File: src/rtl/div_nr_pkg.sv
// div_nr_pkg: shared types and constants for the iterative non-restoring divider.
//   state_t       : controller states IDLE / RUN / FIX
//   DIV_NR_WIDTH  : default operand width
//   DIV_NR_CNT_W  : iteration counter width for the default operand width
package div_nr_pkg;

  typedef enum logic [1:0] {
    IDLE = 2'd0,
    RUN  = 2'd1,
    FIX  = 2'd2
  } state_t;

  localparam int DIV_NR_WIDTH = 32;
  localparam int DIV_NR_CNT_W = $clog2(DIV_NR_WIDTH);

endpackage

File: src/rtl/div_nr_step.sv
// div_nr_step: one non-restoring division iteration (combinational).
//   pr      in  WIDTH+1 : signed partial remainder before this iteration
//   d       in  WIDTH   : divisor magnitude
//   din     in  1       : next dividend bit shifted into the partial remainder
//   pr_next out WIDTH+1 : partial remainder after the add/subtract
//   q_bit   out 1       : quotient bit (1 when the new partial remainder is >= 0)
module div_nr_step #(
  parameter int WIDTH = 32
) (
  input  logic [WIDTH:0]   pr,
  input  logic [WIDTH-1:0] d,
  input  logic             din,
  output logic [WIDTH:0]   pr_next,
  output logic             q_bit
);

  logic             sub;
  logic [WIDTH:0]   pr_sh;
  logic [WIDTH:0]   d_ext;

  // A non-negative remainder subtracts the divisor, a negative one adds it back.
  assign sub   = ~pr[WIDTH];
  // The top bit is dropped by the shift; arithmetic is modulo 2^(WIDTH+1) and the
  // result always lands in [-d, d), which fits the signed WIDTH+1 range.
  assign pr_sh = {pr[WIDTH-1:0], din};
  assign d_ext = {1'b0, d};

  // Single adder: subtraction as add of the inverted divisor plus one.
  assign pr_next = pr_sh + (d_ext ^ {(WIDTH+1){sub}}) + {{WIDTH{1'b0}}, sub};
  assign q_bit   = ~pr_next[WIDTH];

endmodule

File: src/rtl/div_nr.sv
// div_nr: iterative non-restoring integer divider, one add/sub step per clock.
//   clk      in  1     : clock, rising edge
//   clrn     in  1     : asynchronous active-low reset
//   start    in  1     : request, accepted only when busy=0
//   a        in  WIDTH : dividend, sampled on the accepting edge
//   b        in  WIDTH : divisor, sampled on the accepting edge
//   sign     in  1     : signed operation select (only with DIV_NR_SIGNED_EN)
//   q        out WIDTH : quotient, held until the next completion
//   r        out WIDTH : remainder, held until the next completion
//   busy     out 1     : operation in progress
//   ready    out 1     : one-cycle completion pulse
//   div_zero out 1     : last completed operation had b=0
// Optional feature macro: DIV_NR_SIGNED_EN adds the sign port and two's complement
// operation (magnitudes divided unsigned, signs fixed up at the end).
//
// Handshake: start is a request sampled on a rising edge; it is taken only when
// busy=0 on that edge, otherwise it is dropped (no queuing). ready pulses for
// exactly one cycle when q/r/div_zero update; a start in that same cycle is
// accepted because busy is already low. Divide-by-zero completes on the accepting
// edge itself and never raises busy.
module div_nr
  import div_nr_pkg::*;
#(
  parameter int WIDTH = DIV_NR_WIDTH
) (
  input  logic             clk,
  input  logic             clrn,
  input  logic             start,
  input  logic [WIDTH-1:0] a,
  input  logic [WIDTH-1:0] b,
`ifdef DIV_NR_SIGNED_EN
  input  logic             sign,
`endif
  output logic [WIDTH-1:0] q,
  output logic [WIDTH-1:0] r,
  output logic             busy,
  output logic             ready,
  output logic             div_zero
);

  localparam int CW = $clog2(WIDTH);

  state_t           state;
  logic [CW-1:0]    cnt;
  logic [WIDTH:0]   pr;
  // qa starts as the dividend; each iteration shifts a dividend bit out of the
  // top and a quotient bit into the bottom, so it ends holding the quotient.
  logic [WIDTH-1:0] qa;
  logic [WIDTH-1:0] dv;

  logic [WIDTH-1:0] a_mag;
  logic [WIDTH-1:0] b_mag;
  logic             neg_q_in;
  logic             neg_r_in;
  logic             neg_q;
  logic             neg_r;

  logic [WIDTH:0]   pr_next;
  logic             q_bit;
  logic [WIDTH-1:0] r_mag;
  logic [WIDTH-1:0] q_fix;
  logic [WIDTH-1:0] r_fix;

`ifdef DIV_NR_SIGNED_EN
  logic a_neg;
  logic b_neg;
  assign a_neg    = sign & a[WIDTH-1];
  assign b_neg    = sign & b[WIDTH-1];
  assign a_mag    = a_neg ? -a : a;
  assign b_mag    = b_neg ? -b : b;
  // Quotient is negative when operand signs differ; remainder follows the dividend.
  assign neg_q_in = a_neg ^ b_neg;
  assign neg_r_in = a_neg;
`else
  assign a_mag    = a;
  assign b_mag    = b;
  assign neg_q_in = 1'b0;
  assign neg_r_in = 1'b0;
`endif

  div_nr_step #(.WIDTH(WIDTH)) u_step (
    .pr      (pr),
    .d       (dv),
    .din     (qa[WIDTH-1]),
    .pr_next (pr_next),
    .q_bit   (q_bit)
  );

  // Final correction: a negative partial remainder is restored by one add.
  assign r_mag = pr[WIDTH] ? (pr[WIDTH-1:0] + dv) : pr[WIDTH-1:0];
  // Most-negative / -1 wraps naturally: magnitude 2^(WIDTH-1) negates to itself.
  assign q_fix = neg_q ? -qa : qa;
  assign r_fix = neg_r ? -r_mag : r_mag;

  always_ff @(posedge clk or negedge clrn) begin
    if (!clrn) begin
      state    <= IDLE;
      cnt      <= '0;
      pr       <= '0;
      qa       <= '0;
      dv       <= '0;
      neg_q    <= 1'b0;
      neg_r    <= 1'b0;
      q        <= '0;
      r        <= '0;
      busy     <= 1'b0;
      ready    <= 1'b0;
      div_zero <= 1'b0;
    end else begin
      ready <= 1'b0;
      case (state)
        IDLE: begin
          if (start) begin
            if (b == '0) begin
              q        <= '1;
              r        <= a;
              div_zero <= 1'b1;
              ready    <= 1'b1;
            end else begin
              busy  <= 1'b1;
              cnt   <= '0;
              pr    <= '0;
              qa    <= a_mag;
              dv    <= b_mag;
              neg_q <= neg_q_in;
              neg_r <= neg_r_in;
              state <= RUN;
            end
          end
        end
        RUN: begin
          pr  <= pr_next;
          qa  <= {qa[WIDTH-2:0], q_bit};
          cnt <= cnt + 1'b1;
          if (cnt == CW'(WIDTH - 1)) begin
            state <= FIX;
          end
        end
        FIX: begin
          q        <= q_fix;
          r        <= r_fix;
          busy     <= 1'b0;
          ready    <= 1'b1;
          div_zero <= 1'b0;
          state    <= IDLE;
        end
        default: begin
          state <= IDLE;
        end
      endcase
    end
  end

endmodule

File: config.mk
export PLATFORM = sky130hd
export DESIGN_NAME = div_nr
export DESIGN_NICKNAME = d
export VERILOG_FILES = /design/src/rtl/div_nr_pkg.sv /design/src/rtl/div_nr_step.sv /design/src/rtl/div_nr.sv
export SDC_FILE = /design/constraint.sdc
export NUM_CORES = 1
export LEC_CHECK = 0
export CORE_ASPECT_RATIO = 0.75
export CORE_MARGIN = 8
export CORE_UTILIZATION = 61
export DETAILED_ROUTE_END_ITERATION = 12
export MAX_ROUTING_LAYER = met4
export PLACE_DENSITY = 0.87
export SLEW_MARGIN = 20
export SYNTH_ARGS = -nofsm -noshare
export SYNTH_HDL_FRONTEND = slang
export SYNTH_SLANG_ARGS = --single-unit
export TNS_END_PERCENT = 50
File: constraint.sdc
create_clock -name clk -period 8.8 [get_ports clk]
set_input_delay 1.76 -clock clk [delete_from_list [all_inputs] [get_ports clk]]
set_output_delay 1.76 -clock clk [all_outputs]
set_load 0.02 [all_outputs]
==> PnR_summary.wiki <==
{| class="wikitable"
! Metric !! Value
|-
| Final-stage net count || ~1400
|-
| Gate count of the mapped netlist || 1183
|-
| Fraction of the mapped netlist area in simple logic gates || 0.1490
|-
| Top cells by area in the synthesized netlist || sky130_fd_sc_hd__dfrtp_1 (40%), sky130_fd_sc_hd__ha_1 (7.6%), sky130_fd_sc_hd__nand2_1 (7.0%)
|-
| VDD IR-drop max || ~0.28 mV
|-
| Most frequent cell after synthesis || sky130_fd_sc_hd__nand2_1
|-
| Crit end category || flop
|-
| Core Footprint || roughly 17000 um2
|-
| Clock-pin slew on the worst setup and hold paths || ~0.070 ns
|-
| FP Rows || between 40 and 50
|-
| Compound-Gate Fraction of Synth Area || 0.2226
|-
| Setup Skew || 0.01460 ns
|-
| Leading post-synthesis cells by instance count || sky130_fd_sc_hd__nand2_1 (199), sky130_fd_sc_hd__dfrtp_1 (171), sky130_fd_sc_hd__o21ai_0 (94)
|-
| Gpl congestion || roughly 0.94
|-
| Result of the run || finished, final reports clean
|-
| Total I/O pin count || about 130
|-
| Final standard cell utilization of the core || 0.7334
|-
| Routed WL per cell || 19.67 um
|-
| CTS H-tree lvls || 4
|-
| Dpl hpwl || ~21 mm
|-
| Cell occurring most often along the worst timing path || sky130_fd_sc_hd__nor2_1
|-
| Fraction of the mapped netlist area in adder cells || 0.07969
|-
| Classification of the worst-slack hold path || reg -> reg
|-
| Leading register cell type out of synthesis || sky130_fd_sc_hd__dfrtp_1
|-
| Actual transition at the worst max-transition pin || approximately 1.1 ns
|-
| Synth async-reset ratio || 1.000
|-
| Mux contribution to synthesized area || 0.03739
|-
| Kind of critical path || in -> reg
|-
| Leftover overflow at the end of global routing || 0
|-
| Max Transition Viols Final || 0
|-
| Post-Synth XOR/XNOR Area || 0.06871
|-
| Antenna viol nets, final || 0
|-
| Number of warnings printed during yosys synthesis || 0
|-
| Area share of the largest cell type after synthesis || 0.3996
|-
| Library cells used by synthesis || 67
|-
| Longest Clk Path Bufs || 2
|-
| Hold Vio Cnt, Final || 0
|-
| Period utilisation layout || 0.5153
|-
| Total global routing track utilization || 0.2824
|-
| Max layer used || met4
|-
| Overall routed net length || ~30 mm
|-
| Met2 wire len || around 14 mm
|-
| First-pass GRT wire length || a little under 50 mm
|-
| Vias/cell || slightly above 6
|-
| Number of buffers created by CTS || 17
|-
| Clk Latency, worst-skew pair || around 0.44 ns
|-
| Number of instances resized during post-cts repair || 0
|-
| Setup crit start kind || input pin
|-
| Mapped Area || 10710 um2
|-
| Violation count after the first detailed-route iteration || ~1000
|-
| Setup TNS Final || 0 ns
|-
| Max-cap violation count || 0
|-
| CTS tree || yes
|-
| Count of buffers inserted at the top-level ports || about 130
|-
| Maximum net fanout on the critical path || 46
|-
| Combinational family with the most area after synthesis || compound AO/OA/AOI/OAI gates
|-
| Wire length on met1 || approximately 13 mm
|-
| Post-layout minimum cycle time || about 4.5 ns
|-
| Pin count of the biggest net entering global routing || 94
|-
| Height of the die || 130.7 um
|-
| Number of synthesized register bits || 171
|-
| Origin of the critical flop-to-flop path || pr[32]
|-
| Pleak || roughly 0.0057 uW
|-
| Launch instance of the worst min-delay path || busy
|-
| First-pass iteration count of the detailed router || 11
|-
| Register area share after synthesis || 0.3996
|-
| Average cell area after synthesis || approximately 9.1 um2
|-
| Endpoint required time on the critical path || 9.09 ns
|-
| Drc violations || 0
|-
| Hold-fix buffers, CTS || 0
|-
| F_max || 0.2205 GHz
|-
| Total inserted antenna cells || 0
|-
| Unrepaired setup endpoints after global routing || false
|-
| Worst setup path startpoint || b[24]
|-
| Synthesis-to-finish area growth || 19.14%
|-
| Chip Width || around 170 um
|-
| Buf+Inv Stages, Crit Path || 2
|-
| Setup violators final || 0
|-
| Effective utilization at floorplan || 0.6156
|-
| Ordered cell list for the critical path || clkdlybuf4s50_1, nor4_1, nand4_1, o21ai_0, a21o_2, buf_4, nor2_1, xnor2_1, nor2_1
|-
| Area of the die || between 20000 and 25000 um2
|-
| Fraction of final layout cells with drive strength greater than 1 || 0.07453
|-
| Power Dens Cells || around 490 nW/um2
|-
| Post-CTS Setup Repair Bufs || 0
|-
| Wire length on met3 || slightly above 2 mm
|-
| Number of enable-type register cells in the synthesized netlist || 0
|-
| Crit-path max cell delay || 0.58 ns
|-
| Family with the most delay on the worst path || simple AND/OR/NAND/NOR gates
|-
| Vias post-DR || roughly 9500
|-
| Slowest library cell on the worst path || sky130_fd_sc_hd__a21o_2
|-
| Cell taking the most area after synthesis || sky130_fd_sc_hd__dfrtp_1
|-
| Number of nets produced by synthesis || 1317
|-
| Total number of clock tree sinks || around 170
|-
| Arrival time of data at the critical path endpoint || 4.83 ns
|-
| Root buffer cell || sky130_fd_sc_hd__clkbuf_16
|-
| Number of antenna violations at the first check in global routing || 0
|-
| Vias in the first global route || ~9300
|-
| Max-slew headroom || 0.2478
|}
-- sequential cells by signal, indices dropped and copies added, names as in the netlist --
register,count
qa,32
dv,32
div_zero,1
pr,33
ready,1
busy,1
q,32
state,2
cnt,5
r,32
-- path summary, 6_finish.rpt --
check | endpoint | slack (ns) | cells after the start
setup / recovery | cnt[2] | 4.27 | 9
hold / removal | busy | 0.48 | 1
setup reg to reg | pr[30] | 4.46 | 10
hold reg to reg | busy | 0.48 | 1
max in group asynchronous | pr[32] | 6.13 | 2
min in group asynchronous | q[26] | 1.42 | 1
-- stage by stage --
step	cell area, um2	cells	hold WS (ns)	total power, uW	setup WS [ns]
floorplan	10710	1183	0.4590	4530	4.816
global placement	12150	1498	0.4582	5293	4.069
detailed placement	12150	1498	0.4688	5394	3.858
CTS	12750	1530	0.4844	6230	4.298
global route	12760	1530	0.4961	6799	4.118
finish	12760	1530	0.4775	6293	4.265
-- layout make-up --
type                            instances  area, um2
Clock buffer                           18      429.2
Fill cell                            1240       4637
Sequential cell                       171       4280
Inverter                               48      180.2
Timing Repair Buffer                  141       1396
Clock inverter                         14      171.4
Tap cell                              242      302.8
Multi-Input combinational cell        896       5997
-- cell families (layout without fill, tap and decap cells) --
group | after synthesis | in the layout
buffers and inverters | 116 | 221
DFF | 171 | 171
adders and majority gates | 67 | 67
muxes | 36 | 36
AOI/OAI and AO/OA | 356 | 356
and+or+nand+nor | 353 | 353
xor gates and xnor gates | 84 | 84
-- layer usage --
layer,global-route usage,vias up
li1,-,4483
met4,0.09185,0
met5,-,-
met1,0.3555,4590
met2,0.4610,408
met3,0.05164,56
-- placed cells by master (no fill, tap or decap), types with 14 or more instances in the layout --
cell type / count
sky130_fd_sc_hd__mux2_2: 32
sky130_fd_sc_hd__inv_1: 48
sky130_fd_sc_hd__nor2_1: 41
sky130_fd_sc_hd__a21o_1: 32
sky130_fd_sc_hd__a211oi_1: 24
sky130_fd_sc_hd__xor2_1: 29
sky130_fd_sc_hd__a31oi_1: 32
sky130_fd_sc_hd__nand2_1: 198
sky130_fd_sc_hd__dfrtp_1: 170
sky130_fd_sc_hd__xnor2_1: 55
sky130_fd_sc_hd__nor2b_1: 19
sky130_fd_sc_hd__clkdlybuf4s50_1: 132
sky130_fd_sc_hd__nand4_1: 14
sky130_fd_sc_hd__ha_1: 65
sky130_fd_sc_hd__a21oi_1: 68
sky130_fd_sc_hd__clkbuf_16: 17
sky130_fd_sc_hd__o21ai_0: 94
sky130_fd_sc_hd__a222oi_1: 30
-- worst reg2reg max path, stage by stage (launching register included) --
cell,delay [ns]
sky130_fd_sc_hd__dfrtp_2,0.90
sky130_fd_sc_hd__buf_4,0.62
sky130_fd_sc_hd__xnor2_1,0.18
sky130_fd_sc_hd__ha_1,0.43
sky130_fd_sc_hd__nand2_1,0.08
sky130_fd_sc_hd__nor4_1,0.43
sky130_fd_sc_hd__a211oi_2,0.21
sky130_fd_sc_hd__a2111oi_0,0.81
sky130_fd_sc_hd__o21ai_0,0.25
sky130_fd_sc_hd__xor2_1,0.18
sky130_fd_sc_hd__o21ai_0,0.16
-- power by group --
group	switching (uW)	leakage (uW)	internal, uW
logic	2300	0.00332	1790
registers	344	0.00212	1080
clock network	367	0.000295	408
No activity file was read; power rests on OpenSTA's default activity.
